## src/rtl/freq_meter.sv

```systemverilog
// Gated frequency counter: counts rising edges of an asynchronous input over GATE_CYCLES clk cycles.
// Optional build macro FREQ_METER_GLITCH_FILTER_EN adds a 3-cycle stability filter after the synchronizer.
module freq_meter #(
   parameter int unsigned GATE_CYCLES = 100000000,
   parameter int unsigned CNT_W       = 27
) (
   input  logic             clk,
   input  logic             reset,
   input  logic             en,
   input  logic             sig_in,
   output logic [CNT_W-1:0] freq_out,
   output logic             valid,
   output logic             overflow,
   output logic             busy
);
   typedef enum logic {IDLE = 1'b0, MEASURE = 1'b1} state_t;

   localparam logic [31:0]      GATE_LAST = 32'(GATE_CYCLES - 1);
   localparam logic [CNT_W-1:0] CNT_MAX   = '1;

   state_t           state_q, state_d;
   logic [1:0]       sync_q;
   logic             lvl_q, lvl_d, rise;
   logic [31:0]      gate_q, gate_d;
   logic [CNT_W-1:0] edge_q, edge_d, edge_inc;
   logic [CNT_W-1:0] freq_q, freq_d;
   logic             sat_q, sat_d, sat_inc;
   logic             ovf_q, ovf_d;
   logic             valid_q, valid_d;

`ifdef FREQ_METER_GLITCH_FILTER_EN
   // hist_q holds the two previous synced samples; the level follows only after 3 equal samples.
   logic [1:0] hist_q;

   always_ff @(posedge clk) begin
      if (!reset) hist_q <= '0;
      else        hist_q <= {hist_q[0], sync_q[1]};
   end

   always_comb begin
      lvl_d = lvl_q;
      if (sync_q[1] == hist_q[0] && sync_q[1] == hist_q[1]) lvl_d = sync_q[1];
   end
`else
   assign lvl_d = sync_q[1];
`endif

   // Edge is taken from the next level so the filter only adds its 2 stability cycles of latency.
   assign rise     = lvl_d & ~lvl_q;
   assign edge_inc = (rise && edge_q != CNT_MAX) ? edge_q + CNT_W'(1) : edge_q;
   assign sat_inc  = sat_q | (rise && edge_q == CNT_MAX);

   always_ff @(posedge clk) begin
      if (!reset) begin
         state_q <= IDLE;
         sync_q  <= '0;
         lvl_q   <= 1'b0;
         gate_q  <= '0;
         edge_q  <= '0;
         sat_q   <= 1'b0;
         freq_q  <= '0;
         ovf_q   <= 1'b0;
         valid_q <= 1'b0;
      end else begin
         state_q <= state_d;
         sync_q  <= {sync_q[0], sig_in};
         lvl_q   <= lvl_d;
         gate_q  <= gate_d;
         edge_q  <= edge_d;
         sat_q   <= sat_d;
         freq_q  <= freq_d;
         ovf_q   <= ovf_d;
         valid_q <= valid_d;
      end
   end

   always_comb begin
      state_d = state_q;
      gate_d  = gate_q;
      edge_d  = edge_q;
      sat_d   = sat_q;
      freq_d  = freq_q;
      ovf_d   = ovf_q;
      valid_d = 1'b0;
      case (state_q)
         IDLE: begin
            if (en) begin
               state_d = MEASURE;
               gate_d  = '0;
               edge_d  = '0;
               sat_d   = 1'b0;
            end
         end
         MEASURE: begin
            if (gate_q == GATE_LAST) begin
               // Window closes even if en drops on this cycle; the closing-cycle edge belongs here.
               freq_d  = edge_inc;
               ovf_d   = sat_inc;
               valid_d = 1'b1;
               gate_d  = '0;
               edge_d  = '0;
               sat_d   = 1'b0;
               state_d = en ? MEASURE : IDLE;
            end else if (!en) begin
               state_d = IDLE;
               gate_d  = '0;
               edge_d  = '0;
               sat_d   = 1'b0;
            end else begin
               gate_d = gate_q + 32'd1;
               edge_d = edge_inc;
               sat_d  = sat_inc;
            end
         end
      endcase
   end

   assign freq_out = freq_q;
   assign overflow = ovf_q;
   assign valid    = valid_q;
   assign busy     = (state_q == MEASURE);
endmodule

```

## config.mk

```make
export PLATFORM = sky130hd
export DESIGN_NAME = freq_meter
export DESIGN_NICKNAME = d
export VERILOG_FILES = /design/src/rtl/freq_meter.sv
export SDC_FILE = /design/constraint.sdc
export NUM_CORES = 1
export LEC_CHECK = 0
export CORE_MARGIN = 3
export CORE_UTILIZATION = 35
export CTS_CLUSTER_DIAMETER = 30
export DETAILED_ROUTE_END_ITERATION = 7
export PLACE_DENSITY = 0.49
export SKIP_CTS_REPAIR_TIMING = 1
export SYNTH_ARGS = -nofsm -noshare
export SYNTH_HDL_FRONTEND = slang
export SYNTH_SLANG_ARGS = --single-unit
```

## constraint.sdc

```tcl
create_clock -name clk -period 2.9 [get_ports clk]
set_input_delay 0.87 -clock clk [delete_from_list [all_inputs] [get_ports clk]]
set_output_delay 0.87 -clock clk [all_outputs]
set_load 0.005 [all_outputs]
```

==> results.txt, run 1 <==
Status = finished, final reports clean
Drt wl/cell = 17.3 µm
#FFs+latches synth = 93
Max incr delay on CP = 0.42 ns
Footprint of the multi-input gates = 2850 µm²
Antenna Violating Nets Remaining = 0
R2R setup slack = 0.60 ns
FP Rows = 43
Core area = 14000 µm²
Worst r2r src = gate_q[0]$_SDFFE_PN0P_
Layout Nets = 631
Clock power share = 44.2%
Max-cap violation count = 0
HPWL after detailed placement = 9620 µm
First-pass GRT wire length = 23200 µm
Layout cell share with drive strength beyond 1 = 7.80%
Final period util = 79.1%
Crit-path most repeated cell = and4_1
# IOs = 34
Tightest Pin Transition = 0.600 ns
Crit path to = freq_out[14]$_SDFFE_PN0P_
Fin Setup TNS = 0 ns
Critical path class = reg -> reg
R2R depth = 7
Routed vias = 4769
Busiest grt layer = met2
Placer congestion estimate = 0.840
Mapped Cells = 614
Post-synth EDFFs = 0
Worst Clk Skew = 0.00349 ns
WP depth = 7
PnR worst setup slack = 0.605 ns
Die H = 126 µm
Worst-path cell chain = ha_1 > and4_1 > and4_4 > and3_1 > buf_4 > and4_1 > nor4_1
GR Util met3 = 3.60%
Final number of setup-violating endpoints = 0
Post-synth top area cell = dfxtp_1
IO buf count = 33
Final WL = 14000 µm
Placed cells = 794
Mean Syn Cell Area = 8.21 µm²
Die width = 126 µm
Slowest stage cell, crit path = dfxtp_1
Worst hold path class = reg -> reg
Data required, critical path = 3.12 ns
Crit start category = flip-flop
Initial antenna violation count = 0
Pre-Repair DR Iteration Count = 5
Sequential cell area = 1860 µm²
TritonCTS clock tree = done
H-tree depth reported by CTS = 3
Largest net degree at the start of global routing = 42
Reg2reg end = freq_out[14]$_SDFFE_PN0P_
GR Overflow Total = 0
Area growth syn-to-layout = 13.8%
Dpl ws = 0.270 ns
Cell variety after synth = 59
Final Non-Filler Cells = 808
Die area = 15900 µm²
Met2 Usage GRT = 29.7%
Top_reg_cell synth = dfxtp_1
Seq pwr share = 52.0%
Worst-path clk slew = 0.06 ns
Initial DRC Count = 368
Comb power frac = 3.9%
CTS Buf Count = 9
Hold WS = 0.442 ns
Achievable Freq = 0.436 GHz
# DRC = 0
Internal power = 1.94 mW
Ys Warns = 0
Seq/Total Area, Yosys = 36.9%
Final Hold Vio Count = 0
Critical path peak fanout = 37
Power, Total = 2.50 mW
Initial Utilization = 36.0%
Max-slew headroom = 59.9%
Share of the synthesized area in the top cell type = 36.9%
Final slew viol count = 0
Tmin final = 2.30 ns
Clock tree buffer depth = 2
Ant diodes = 0
Filler cells = 1421
Total track usage = 17.8%
Clock sinks = 93
CP endpoint kind = flip-flop
Vias in the first global route = 4440
Crit path max-delay family = simple AND/OR/NAND/NOR gates
PwrDens = 436 nW/µm²
P_sw = 562 µW
Met1 global-route usage = 23.3%
Crit path DAT = 2.52 ns
Root Buffer = clkbuf_16
Synth area leaders = dfxtp_1 37%, o21ai_0 7.0%, a31oi_1 6.8%
Later-pin clock latency in the skew report = 0.35 ns
RSZ-0062 raised after global routing = false
Worst IR Drop VDD = 0.265 mV
Post-Syn Nets = 620
Sw frac = 22.5%
CP bufs+invs = 1
Static leakage = 1.77 nW
Mapped cell area = 5040 µm²
Via/cell ratio = 5.90
Asr flop ratio synth = 0%
Critical Path Start = gate_q[0]$_SDFFE_PN0P_
[worst reg2reg max path: cells and delay by family (launching register included)]
kind	cells	cell delay, ns
fa+ha+maj	1	0.25
buf+inv	1	0.33
flops	1	0.42
simple gates	5	1.17
[power by group through the flow]
stage / logic [mW] / registers, mW / clock network (mW)
6_report: 0.0966 / 1.30 / 1.10
4_1_cts: 0.0962 / 1.30 / 1.15
2_1_floorplan: 0.0605 / 1.32 / 0
5_1_grt: 0.107 / 1.30 / 1.19
3_5_place_dp: 0.0959 / 1.33 / 0
3_3_place_gp: 0.0951 / 1.33 / 0
[worst min path at each step]
stage | slack [ns] | endpoint | from | cells past startpoint
after global placement | 0.42 | sync_q[1]$_SDFF_PN0_ | sync_q[0]$_SDFF_PN0_ | 1
after detailed placement | 0.44 | sync_q[1]$_SDFF_PN0_ | sync_q[0]$_SDFF_PN0_ | 1
final | 0.44 | sync_q[1]$_SDFF_PN0_ | sync_q[0]$_SDFF_PN0_ | 1
after floorplan | 0.41 | sync_q[1]$_SDFF_PN0_ | sync_q[0]$_SDFF_PN0_ | 1
after global routing | 0.47 | sync_q[1]$_SDFF_PN0_ | sync_q[0]$_SDFF_PN0_ | 1
after CTS | 0.45 | sync_q[1]$_SDFF_PN0_ | sync_q[0]$_SDFF_PN0_ | 1
[cells in the final DEF, fill, tap and decap left out, drive strengths merged, types with 3 or more instances in the layout]
cell           netlist  routed
mux2i                3       3
xnor2                5       5
nor3                12      12
inv                 11      11
a21oi               38      38
and4                17      17
or4                  4       4
dfxtp               93      93
nand3               31      31
nand4               27      27
a31oi               55      55
nor2                36      36
o31ai                4       4
and3                12      12
o31a                 6       6
o21ai               72      72
a41oi                9       9
clkdlybuf4s50        0      33
buf                 32      17
a211oi               9       9
and2                 8       8
a21o                 5       5
nand2               41      41
nand2b               5       5
o211ai               3       3
or3                 14      14
xor2                 3       3
nor4                14      14
clkbuf              18      12
nor4b                3       3
[flip-flops by register name (all words and copies together), names as in the netlist]
name,flops
overflow,1
valid,1
lvl_q,1
busy,1
gate_q,32
sat_q,1
sync_q,2
freq_out,27
edge_q,27
[cells in the mapped netlist (6+ instances only)]
| library cell | n |
|---|---|
| o31a_1 | 6 |
| clkbuf_1 | 16 |
| buf_6 | 8 |
| a21oi_1 | 37 |
| a41oi_1 | 9 |
| a31oi_1 | 55 |
| nand4_1 | 23 |
| nand3_1 | 30 |
| nor3_1 | 12 |
| and2_1 | 8 |
| buf_2 | 17 |
| nand2_1 | 41 |
| a211oi_1 | 7 |
| and3_1 | 12 |
| nor4_1 | 8 |
| buf_4 | 7 |
| o21ai_0 | 71 |
| or3_1 | 14 |
| and4_1 | 15 |
| nor2_1 | 35 |
| inv_1 | 11 |
| dfxtp_1 | 93 |
[per-layer routing]
layer / wire length (µm) / part of all wire (%)
met5: 0 / 0
met4: 277 / 2.0
met3: 568 / 4.1
met2: 6650 / 47
met1: 6510 / 46
[kinds of logic after synthesis]
logic type               count (synthesis)  synth area share (%)
AO/OA/AOI/OAI                          213                  26.2
XOR/XNOR                                 8                  1.39
adder cells (fa/ha/maj)                  2                 0.496
buffers and inverters                   61                  6.72
flip-flops                              93                  36.9
multiplexers                             3                 0.596
AND/OR/NAND/NOR                        234                  27.7
[area by class of cell]
cell class	instances	share of cell area [%]
multi-input cells	460	49.6
flip-flops and latches	93	32.4
repair buffers	50	8.63
clock buffers	12	4.47
well taps	180	3.92
inverters	11	0.719
clock inverters	2	0.174
[per-stage QoR]
stage | cell area, µm² | util [%]
final | 5740 | 41.0
after global placement | 5470 | 39.1
after global routing | 5740 | 41.0
after detailed placement | 5470 | 39.1
after floorplan | 5040 | -
after CTS | 5740 | 41.0
(Power assumes the default switching activity.)
==> run 2: changes to the inputs <==
==> constraint.sdc (replaced) <==
create_clock -name clk -period 2.3 [get_ports clk]
set_input_delay 0.69 -clock clk [delete_from_list [all_inputs] [get_ports clk]]
set_output_delay 0.69 -clock clk [all_outputs]
set_load 0.005 [all_outputs]
==> results.txt, run 2 (same netlist as run 1, synthesis figures left out) <==
Worst-path cell chain = ha_1 > and4_1 > and4_4 > a211o_1 > buf_12 > o21ai_0 > a32o_1
Fin area = 6130 µm²
Dpl ws = -0.0733 ns
Tmin final = 2.14 ns
Crit path max-delay family = simple AND/OR/NAND/NOR gates
HPWL after detailed placement = 10400 µm
Placed cells = 832
Final WL = 14800 µm
Filler cells = 1416
Final period util = 93.1%
Initial antenna violation count = 0
Clock sinks = 93
Tightest Pin Transition = 0.513 ns
Ant diodes = 0
Achievable Freq = 0.467 GHz
Hold WS = 0.439 ns
PwrDens = 551 nW/µm²
Vias in the first global route = 4681
Biggest register = gate_q
Later-pin clock latency in the skew report = 0.35 ns
CP endpoint kind = flip-flop
Critical path peak fanout = 13
Worst hold path class = reg -> reg
Status = finished, final reports clean
Placed cell areas = 5810 µm²
Final Hold Vio Count = 0
CP bufs+invs = 1
Worst-path clk slew = 0.06 ns
Layout Nets = 669
TritonCTS clock tree = done
Die width = 126 µm
Sequential cell area = 1860 µm²
Largest net degree at the start of global routing = 50
Layout cell share with drive strength beyond 1 = 13.5%
Final Non-Filler Cells = 848
Die H = 126 µm
Worst Clk Skew = 0.00769 ns
Footprint of the multi-input gates = 2860 µm²
Core area = 14000 µm²
Total track usage = 18.6%
Pre-Repair DR Iteration Count = 5
Max incr delay on CP = 0.40 ns
Area growth syn-to-layout = 21.6%
IO buf count = 33
Placer congestion estimate = 0.827
Worst IR Drop VDD = 0.410 mV
Max-cap violation count = 0
RSZ-0062 raised after global routing = false
Static leakage = 2.02 nW
Via/cell ratio = 5.78
Drt wl/cell = 17.4 µm
Initial Utilization = 36.0%
Data required, critical path = 2.55 ns
Die area = 15900 µm²
# DRC = 0
Most common cell after layout, fill and taps aside = dfxtp_1
CTS Buf Count = 9
Initial DRC Count = 285
# IOs = 34
Antenna Violating Nets Remaining = 0
Clock tree buffer depth = 2
H-tree depth reported by CTS = 3
Max-slew headroom = 65.5%
FP Rows = 43
Largest register FFs = 32
Final number of setup-violating endpoints = 0
Routed vias = 4905
Crit start category = flip-flop
Fin Setup TNS = 0 ns
First-pass GRT wire length = 24100 µm
Most frequent cells in the layout = 93 x dfxtp_1, 71 x o21ai_0, 55 x a31oi_1
Root Buffer = clkbuf_16
GR Overflow Total = 0
PnR worst setup slack = 0.160 ns
Slowest stage cell, crit path = dfxtp_1
Final slew viol count = 0
Crit path DAT = 2.39 ns
Critical path class = reg -> reg
## run 2: worst reg2reg max path, delay by kind of cell, from the launching register on
kind / cells / cell delay (ns)
fa+ha+maj: 1 / 0.20
flops: 1 / 0.40
compound gates: 3 / 0.59
simple gates: 2 / 0.68
buf+inv: 1 / 0.17
## run 2: stage by stage
step | util [%] | power [mW]
CTS | 43.8 | 3.43
global placement | 41.5 | 1.81
finish | 43.8 | 3.38
global route | 43.8 | 3.51
detailed placement | 41.5 | 1.82
floorplan | - | 1.75
## run 2: per-layer routing
layer  track usage (%)  vias to the layer above  share of wire, %
met1              23.5                     2336                45
met3              4.50                       18               3.9
met2              31.6                      107                49
met5                 0                        -                 0
li1                  -                     2444                 -
met4              5.24                        0               1.9
## run 2: area by class of cell
cell class / count / area share [%]
Timing Repair Buffer: 88 / 13.5
Clock inverter: 7 / 1.47
Tap cell: 180 / 3.67
Inverter: 11 / 0.673
Clock buffer: 9 / 3.67
Sequential cell: 93 / 30.4
Multi-Input combinational cell: 460 / 46.6
## run 2: path summary, 6_finish.rpt
| check | from | endpoint | slack, ns | cells after the start |
|---|---|---|---|---|
| hold / removal | sync_q[0]$_SDFF_PN0_ | sync_q[1]$_SDFF_PN0_ | 0.44 | 1 |
| setup / recovery | gate_q[1]$_SDFFE_PN0P_ | edge_q[1]$_SDFFE_PN0P_ | 0.16 | 7 |
| hold reg to reg | sync_q[0]$_SDFF_PN0_ | sync_q[1]$_SDFF_PN0_ | 0.44 | 1 |
| setup reg to reg | gate_q[1]$_SDFFE_PN0P_ | edge_q[1]$_SDFFE_PN0P_ | 0.16 | 7 |
## run 2: power by group
part | leakage (nW) | switching (mW) | internal, mW
Combinational | 1.12 | 0.0835 | 0.0600
Sequential | 0.750 | 0.0154 | 1.62
Clock | 0.151 | 0.653 | 0.946
==> run 3: changes to the inputs <==
--- a/config.mk
+++ b/config.mk
@@ -9,8 +9,11 @@
 export CORE_UTILIZATION = 35
 export CTS_CLUSTER_DIAMETER = 30
 export DETAILED_ROUTE_END_ITERATION = 7
+export GPL_TIMING_DRIVEN = 0
 export PLACE_DENSITY = 0.49
 export SKIP_CTS_REPAIR_TIMING = 1
+export SKIP_LAST_GASP = 1
+export SLEW_MARGIN = 10
 export SYNTH_ARGS = -nofsm -noshare
 export SYNTH_HDL_FRONTEND = slang
 export SYNTH_SLANG_ARGS = --single-unit
==> results.txt, run 3 (same netlist as run 1, synthesis figures left out) <==
Die H = 126 µm
Slowest stage cell, crit path = clkdlybuf4s50_1
Static leakage = 1.95 nW
Final slew viol count = 0
Total track usage = 21.6%
Largest register FFs = 32
CP bufs+invs = 2
RSZ-0062 raised after global routing = true
CP endpoint kind = flip-flop
Ant diodes = 0
Crit path max-delay family = compound AO/OA/AOI/OAI gates
Crit path DAT = 2.46 ns
Data required, critical path = 2.58 ns
Worst-path cell chain = clkdlybuf4s50_1 > nand2_4 > a211o_1 > buf_6 > o31a_1 > a31oi_1
Biggest register = gate_q
GR Overflow Total = 0
Achievable Freq = 0.459 GHz
Layout cell share with drive strength beyond 1 = 13.6%
Die width = 126 µm
Max incr delay on CP = 0.60 ns
Most common cell after layout, fill and taps aside = dfxtp_1
Largest net degree at the start of global routing = 14
Placer congestion estimate = 0.894
Routed vias = 5126
Max-slew headroom = 53.9%
Vias in the first global route = 4883
Area growth syn-to-layout = 19.0%
Layout Nets = 664
Worst Clk Skew = 0.00656 ns
# DRC = 0
# IOs = 34
Power, Total = 3.22 mW
Final number of setup-violating endpoints = 0
Seq pwr share = 51.0%
Clock sinks = 93
Tightest Pin Transition = 0.691 ns
Initial antenna violation count = 0
Sequential cell area = 1870 µm²
PwrDens = 536 nW/µm²
Comb power frac = 4.1%
H-tree depth reported by CTS = 3
Most frequent cells in the layout = 90 x dfxtp_1, 71 x o21ai_0, 55 x a31oi_1
Root Buffer = clkbuf_16
Worst-path clk slew = 0.06 ns
FP Rows = 43
Core area = 14000 µm²
Clock tree buffer depth = 2
CTS Buf Count = 9
Clock power share = 45.0%
Status = finished, final reports clean
Footprint of the multi-input gates = 2930 µm²
Tmin final = 2.18 ns
Fin Setup TNS = 0 ns
Worst IR Drop VDD = 0.306 mV
Initial DRC Count = 358
Internal power = 2.48 mW
Final Hold Vio Count = 0
R2R setup slack = 0.13 ns
IO buf count = 33
TritonCTS clock tree = done
Final period util = 94.7%
Crit start category = input port
Via/cell ratio = 6.09
Die area = 15900 µm²
Initial Utilization = 36.0%
Antenna Violating Nets Remaining = 0
Critical path peak fanout = 10
Worst hold path class = reg -> reg
Max-cap violation count = 0
Later-pin clock latency in the skew report = 0.35 ns
Filler cells = 1446
Final WL = 17200 µm
First-pass GRT wire length = 27100 µm
Drt wl/cell = 20.4 µm
Critical path class = in -> reg
Pre-Repair DR Iteration Count = 5
P_sw = 736 µW
Sw frac = 22.9%
HPWL after detailed placement = 12100 µm
-- run 3: metrics by stage --
| step | instances | setup WS, ns | area, µm² | hold WS (ns) | util, % |
|---|---|---|---|---|---|
| floorplan | 614 | 0.274 | 5040 | 0.412 | - |
| global placement | 827 | -0.830 | 5600 | 0.419 | 40.0 |
| detailed placement | 828 | -0.658 | 5610 | 0.428 | 40.1 |
| CTS | 843 | -0.289 | 5890 | 0.442 | 42.1 |
| global route | 842 | -0.0509 | 6000 | 0.484 | 42.9 |
| finish | 842 | 0.122 | 6000 | 0.438 | 42.9 |
-- run 3: layout make-up --
class                           instances  area share (%)
Buffer                                 49            5.40
Clock buffer                           14            4.57
Clock inverter                          1          0.0834
Inverter                               11           0.688
Multi-Input combinational cell        460            48.7
Sequential cell                        93            31.1
Tap cell                              180            3.75
Timing Repair Buffer                   34            5.67
-- run 3: power groups by stage --
| stage | clock (mW) | sequential, mW | combinational, mW |
|---|---|---|---|
| after floorplan | 0 | 1.67 | 0.0763 |
| after global placement | 0 | 1.67 | 0.125 |
| after detailed placement | 0 | 1.67 | 0.127 |
| after CTS | 1.49 | 1.64 | 0.127 |
| after global routing | 1.55 | 1.64 | 0.144 |
| final | 1.45 | 1.64 | 0.131 |
-- run 3: worst paths after layout --
check	to	startpoint	depth (start not counted)
worst max register to register	edge_q[8]$_SDFFE_PN0P_	gate_q[0]$_SDFFE_PN0P_	8
worst min-delay path	sync_q[1]$_SDFF_PN0_	sync_q[0]$_SDFF_PN0_	1
worst min register to register	sync_q[1]$_SDFF_PN0_	sync_q[0]$_SDFF_PN0_	1
worst max-delay path	edge_q[8]$_SDFFE_PN0P_	en	6
-- run 3: layer usage --
| metal | share of wire (%) | global-route usage, % | vias to the layer above |
|---|---|---|---|
| li1 | - | - | 2447 |
| met1 | 44 | 27.2 | 2513 |
| met2 | 50 | 37.4 | 147 |
| met3 | 4.4 | 3.94 | 19 |
| met4 | 1.8 | 6.75 | 0 |
| met5 | 0 | 0 | - |
